<file path="config.mk">
export PLATFORM = sky130hd
export DESIGN_NAME = prioritized_dispatcher_flat
export DESIGN_NICKNAME = d
export VERILOG_FILES = /design/src/rtl/prioritized_dispatcher_if.sv /design/src/rtl/prioritized_dispatcher.sv /design/src/flat_wrapper.sv
export SDC_FILE = /design/constraint.sdc
export NUM_CORES = 1
export LEC_CHECK = 0
export CORE_UTILIZATION = 30
export DETAILED_ROUTE_END_ITERATION = 10
export SYNTH_ARGS = -nofsm -noshare
export SYNTH_HDL_FRONTEND = slang
export SYNTH_SLANG_ARGS = --single-unit
</file>
<file path="constraint.sdc">
create_clock -name clk -period 1.5 [get_ports clk]
set_input_delay 0.3 -clock clk [delete_from_list [all_inputs] [get_ports clk]]
set_output_delay 0.3 -clock clk [all_outputs]
set_load 0.03 [all_outputs]
</file>
<file path="src/rtl/prioritized_dispatcher_if.sv">
// Handshake bundle between one upstream word stream and the dispatcher's output channels.
interface prioritized_dispatcher_if #(
  parameter int data_width        = 8,
  parameter int number_of_outputs = 4
);
  localparam int sel_width = $clog2(number_of_outputs);

  logic [data_width-1:0] in_data;
  logic                  in_valid;
  logic                  in_ready;
  logic                  channel_enable [number_of_outputs];
  logic [data_width-1:0] out_data       [number_of_outputs];
  logic                  out_valid      [number_of_outputs];
  logic                  out_ready      [number_of_outputs];
  logic [sel_width-1:0]  last_channel;
  logic                  dispatch_pulse;

  modport master (
    output in_data, in_valid, channel_enable, out_ready,
    input  in_ready, out_data, out_valid, last_channel, dispatch_pulse
  );

  modport slave (
    input  in_data, in_valid, channel_enable, out_ready,
    output in_ready, out_data, out_valid, last_channel, dispatch_pulse
  );
endinterface

</file>
<file path="src/rtl/prioritized_dispatcher.sv">
// Fixed-priority dispatcher: each accepted word lands in the highest-priority enabled
// channel whose one-entry holding register is free (or draining this cycle).
module prioritized_dispatcher #(
  parameter int data_width        = 8,
  parameter int number_of_outputs = 4,
  parameter int priority_list [number_of_outputs] = '{0, 1, 2, 3}
) (
  input  logic clk,
  input  logic rst_n,
  prioritized_dispatcher_if.slave bus
);
  localparam int sel_width = $clog2(number_of_outputs);

  logic [number_of_outputs-1:0] eligible;
  logic [number_of_outputs-1:0] write_sel;
  logic [sel_width-1:0]         target;
  logic [sel_width-1:0]         idx;
  logic                         any_eligible;
  logic                         dispatch;

  // Later entries of priority_list overwrite earlier ones, so the last eligible entry wins.
  always_comb begin
    eligible     = '0;
    write_sel    = '0;
    target       = '0;
    idx          = '0;
    any_eligible = 1'b0;
    for (int c = 0; c < number_of_outputs; c++) begin
      eligible[c] = bus.channel_enable[c] && (!bus.out_valid[c] || bus.out_ready[c]);
    end
    for (int i = 0; i < number_of_outputs; i++) begin
      idx = sel_width'(priority_list[i]);
      if (eligible[idx]) begin
        target       = idx;
        any_eligible = 1'b1;
      end
    end
    dispatch = bus.in_valid && any_eligible && rst_n;
    for (int c = 0; c < number_of_outputs; c++) begin
      write_sel[c] = dispatch && (target == sel_width'(c));
    end
  end

  assign bus.in_ready = any_eligible && rst_n;

  always_ff @(posedge clk or negedge rst_n) begin
    if (!rst_n) begin
      for (int c = 0; c < number_of_outputs; c++) begin
        bus.out_valid[c] <= 1'b0;
        bus.out_data[c]  <= '0;
      end
      bus.last_channel   <= '0;
      bus.dispatch_pulse <= 1'b0;
    end else begin
      bus.dispatch_pulse <= dispatch;
      if (dispatch) begin
        bus.last_channel <= target;
      end
      // A write to a draining channel keeps it full; other drained channels empty.
      for (int c = 0; c < number_of_outputs; c++) begin
        if (write_sel[c]) begin
          bus.out_data[c]  <= bus.in_data;
          bus.out_valid[c] <= 1'b1;
        end else if (bus.out_ready[c]) begin
          bus.out_valid[c] <= 1'b0;
        end
      end
    end
  end
endmodule

</file>
<file path="src/flat_wrapper.sv">
// flat-port wrapper written by rule: the top's interface ports become plain ports
module prioritized_dispatcher_flat 
#(
  parameter int data_width        = 8,
  parameter int number_of_outputs = 4,
  parameter int priority_list [number_of_outputs] = '{0, 1, 2, 3}
)
  (clk, rst_n, bus_in_data, bus_in_valid, bus_channel_enable, bus_out_ready, bus_in_ready, bus_out_data, bus_out_valid, bus_last_channel, bus_dispatch_pulse);
  prioritized_dispatcher_if #(.data_width(data_width), .number_of_outputs(number_of_outputs)) bus_i ();
  input  logic clk;
  input  logic rst_n;
  input wire logic [$bits(bus_i.in_data)-1:0] bus_in_data;
  input wire logic [$bits(bus_i.in_valid)-1:0] bus_in_valid;
  input wire logic [$bits(bus_i.channel_enable)-1:0] bus_channel_enable;
  input wire logic [$bits(bus_i.out_ready)-1:0] bus_out_ready;
  output wire logic [$bits(bus_i.in_ready)-1:0] bus_in_ready;
  output wire logic [$bits(bus_i.out_data)-1:0] bus_out_data;
  output wire logic [$bits(bus_i.out_valid)-1:0] bus_out_valid;
  output wire logic [$bits(bus_i.last_channel)-1:0] bus_last_channel;
  output wire logic [$bits(bus_i.dispatch_pulse)-1:0] bus_dispatch_pulse;
  assign bus_i.in_data = bus_in_data;
  assign bus_i.in_valid = bus_in_valid;
  assign bus_i.channel_enable = {>>{bus_channel_enable}};
  assign bus_i.out_ready = {>>{bus_out_ready}};
  assign bus_in_ready = bus_i.in_ready;
  assign bus_out_data = {>>{bus_i.out_data}};
  assign bus_out_valid = {>>{bus_i.out_valid}};
  assign bus_last_channel = bus_i.last_channel;
  assign bus_dispatch_pulse = bus_i.dispatch_pulse;
  prioritized_dispatcher #(.data_width(data_width), .number_of_outputs(number_of_outputs), .priority_list(priority_list)) u_core (.clk(clk), .rst_n(rst_n), .bus(bus_i));
endmodule
</file>
==> impl_results.md <==
- Mapped Cells: 99
- Tot GR Track Use: 17.4%
- Final net count: 209
- Die width: 73.9 um
- Sequential fraction of the synthesis area: 62.9%
- DIE AREA: 5470 um^2
- Crit-path slowest cell: dfrtp_2
- Io pins: 59
- Number of global-route vias before repair: 1301
- HP Class: in -> async
- Routed length per instance: 16.5 um
- Worst-Margin Slew: 0.438 ns
- Final setup margin: -0.115 ns
- Crit Path Class: reg -> out
- Placed insts: 241
- Worst vdd ir: 675 uV
- Mapped Area: 1550 um^2
- Clk slew on worst S/H paths: 0.08 ns
- Crit path DAT: 1.31 ns
- Num CTS Buffers: 5
- Clk buf depth: 2
- CP Cell Sequence: nand2b_4 > and2_4 > a21oi_4 > a21boi_2 > buf_6
- Syn-to-layout area delta: 64.3%
- FF+latch count, synth: 39
- WP buf/inv: 1
- Setup Viol. Count Final: 16
- Uppermost layer routed: met4
- Chip height: 73.9 um
- Power per cell area: 1300 nW/um^2
- Max cap viols: 0
- Core Area: 4850 um^2
- H-tree levels: 2
- Final antenna diode count: 0
- Hpwl dp: 2.89 mm
- YS warnings: 0
- Latest clock arrival within the worst-skew pair: 0.29 ns
- Row count: 25
- Clock sinks: 39
- Antenna-violating nets left: 0
- Fmax: 619 MHz
- Residual DRC count: 0
- Tmin final: 1.61 ns
- First-pass GRT wire length: 6.74 mm
- Worst hold slack: 0.174 ns
- Root Buffer: clkbuf_8
- Largest net degree at the start of global routing: 31
- CP Launch Type: flip-flop
- CP Max Fanout: 3
- Placed inst area: 2360 um^2
- DR pass1 iterations: 3
- Worst setup EP type: output pin
- Clk_skew: 0.00742 ns
- Initial antenna violation count: 0
- CP max stage delay: 0.43 ns
- Status: finished with violations
- Initial core utilization: 32.0%
- Failing checks: setup timing
- DR WL met3: 212 um
- Met1 Routed Length: 1.75 mm
- CTS tree: yes
- Via Count: 1171
- Critical Path RT: 1.20 ns
- GRT Residual Overflow: 0
- RSZ-0062 raised after global routing: yes
- Layout cells sized above 1: 43.5%
- Finished Cell Area: 2550 um^2
- GP Congestion: 0.783
- Vias/cell: 4.54
- PortBufs: 58
- Syn avg cell area: 15.7 um^2
- Final std cells w/o fill: 258
- Most common cell after layout, fill and taps aside: dlygate4sd2_1
- WL final: 4.25 mm
- Static Leak: 1.27 nW
- Max-slew headroom: 70.7%
- Syn nets: 118
- Most frequent cells in the layout: dlygate4sd2_1 (45), dfrtp_1 (37), mux2_2 (24)
- Iter 0 DRT Violations: 47
- Final hold vios: 0
- Crit-path leading delay family: flip-flops
- Wire length on met2: 2.22 mm
- Setup TNS: -0.572 ns
- Slew Limit Fails: 0
- Post-synth cell types: 19
- Period utilisation layout: 108%
==> what timing repair did <==
action | CTS | global route
pin swaps | 5 | 2
setup endpoints to repair | 64 | 21
setup buffers | 6 | 2
gates cloned | 1 | 0
hold buffers | 1 | 0
endpoints found under the hold margin | 9 | 0
resized for setup | 62 | 2
==> area by class of cell <==
cell class | instances | area (um^2)
clock buffers | 6 | 72.6
clock inverters | 2 | 12.5
fillers | 430 | 2300
inverters | 1 | 3.75
multi-input cells | 59 | 667
flip-flops and latches | 39 | 978
well taps | 67 | 83.8
repair buffers | 84 | 733
==> sequential cells by signal (all words and copies together), names as in the netlist <==
register / flops
u_core.bus.out_data: 32
u_core.bus.out_valid: 4
u_core.bus.last_channel: 2
u_core.bus.dispatch_pulse: 1
==> cells by family after synthesis <==
group / share of synthesized area (%)
compound gates: 5.48
buf+inv: 0.564
flops: 62.9
mux: 23.2
simple gates: 7.90
==> stage by stage <==
step	utilization, %	worst slack [ns]	total power [W]
floorplan	-	-0.0767	0.00211
global placement	48.7	-0.433	0.00273
detailed placement	48.7	-0.455	0.00275
CTS	52.2	-0.147	0.00333
global route	52.6	-0.150	0.00347
finish	52.6	-0.115	0.00331
==> worst reg2reg max path, delay by kind of cell, from the launching register on <==
family | cells | cell delay [ns]
DFF | 1 | 0.39
AOI/OAI and AO/OA | 1 | 0.31
muxes | 1 | 0.35
buffers and inverters | 1 | 0.16
and+or+nand+nor | 2 | 0.24
==> power breakdown <==
part           switching (W)  internal (W)
Sequential          0.000118       0.00128
Clock               0.000367      0.000325
Combinational       0.000723      0.000500
Total                0.00121       0.00210
==> Yosys cell counts <==
master	n	area share, %
nand3_2	1	0.64
o22ai_1	1	0.40
mux2_2	32	23
a21oi_1	4	1.3
o31ai_1	1	0.48
dfrtp_1	39	63
a21boi_0	1	0.48
nand2b_4	1	0.89
nand2_1	4	0.97
o21ai_0	2	0.64
nor3_4	1	1.0
nand2b_1	3	1.2
inv_1	1	0.24
buf_2	1	0.32
and2_1	2	0.81
nand4b_4	1	1.5
nand2_2	2	0.81
a22oi_1	1	0.48
a221oi_4	1	1.7
==> layer usage <==
| metal | up-vias | track usage (%) |
|---|---|---|
| met5 | - | 0 |
| met4 | 0 | 7.26 |
| met3 | 7 | 4.61 |
| met2 | 36 | 30.0 |
| met1 | 588 | 20.6 |
| li1 | 540 | - |
==> path summary, 6_finish.rpt <==
kind / startpoint / to / slack (ns) / cells after the start
max: u_core.bus.out_valid[0] / bus_in_ready / -0.11 / 5
min: rst_n / u_core.bus.out_data[23] / 0.17 / 3
max reg2reg: u_core.bus.out_valid[0] / u_core.bus.out_data[25] / -0.06 / 5
min reg2reg: u_core.bus.out_data[3] / u_core.bus.out_data[3] / 0.50 / 1
max in group asynchronous: rst_n / u_core.bus.out_data[27] / 0.57 / 3
min in group clk: bus_out_ready[0] / u_core.bus.out_valid[0] / 0.43 / 3
No activity file was read; power rests on OpenSTA's default activity.
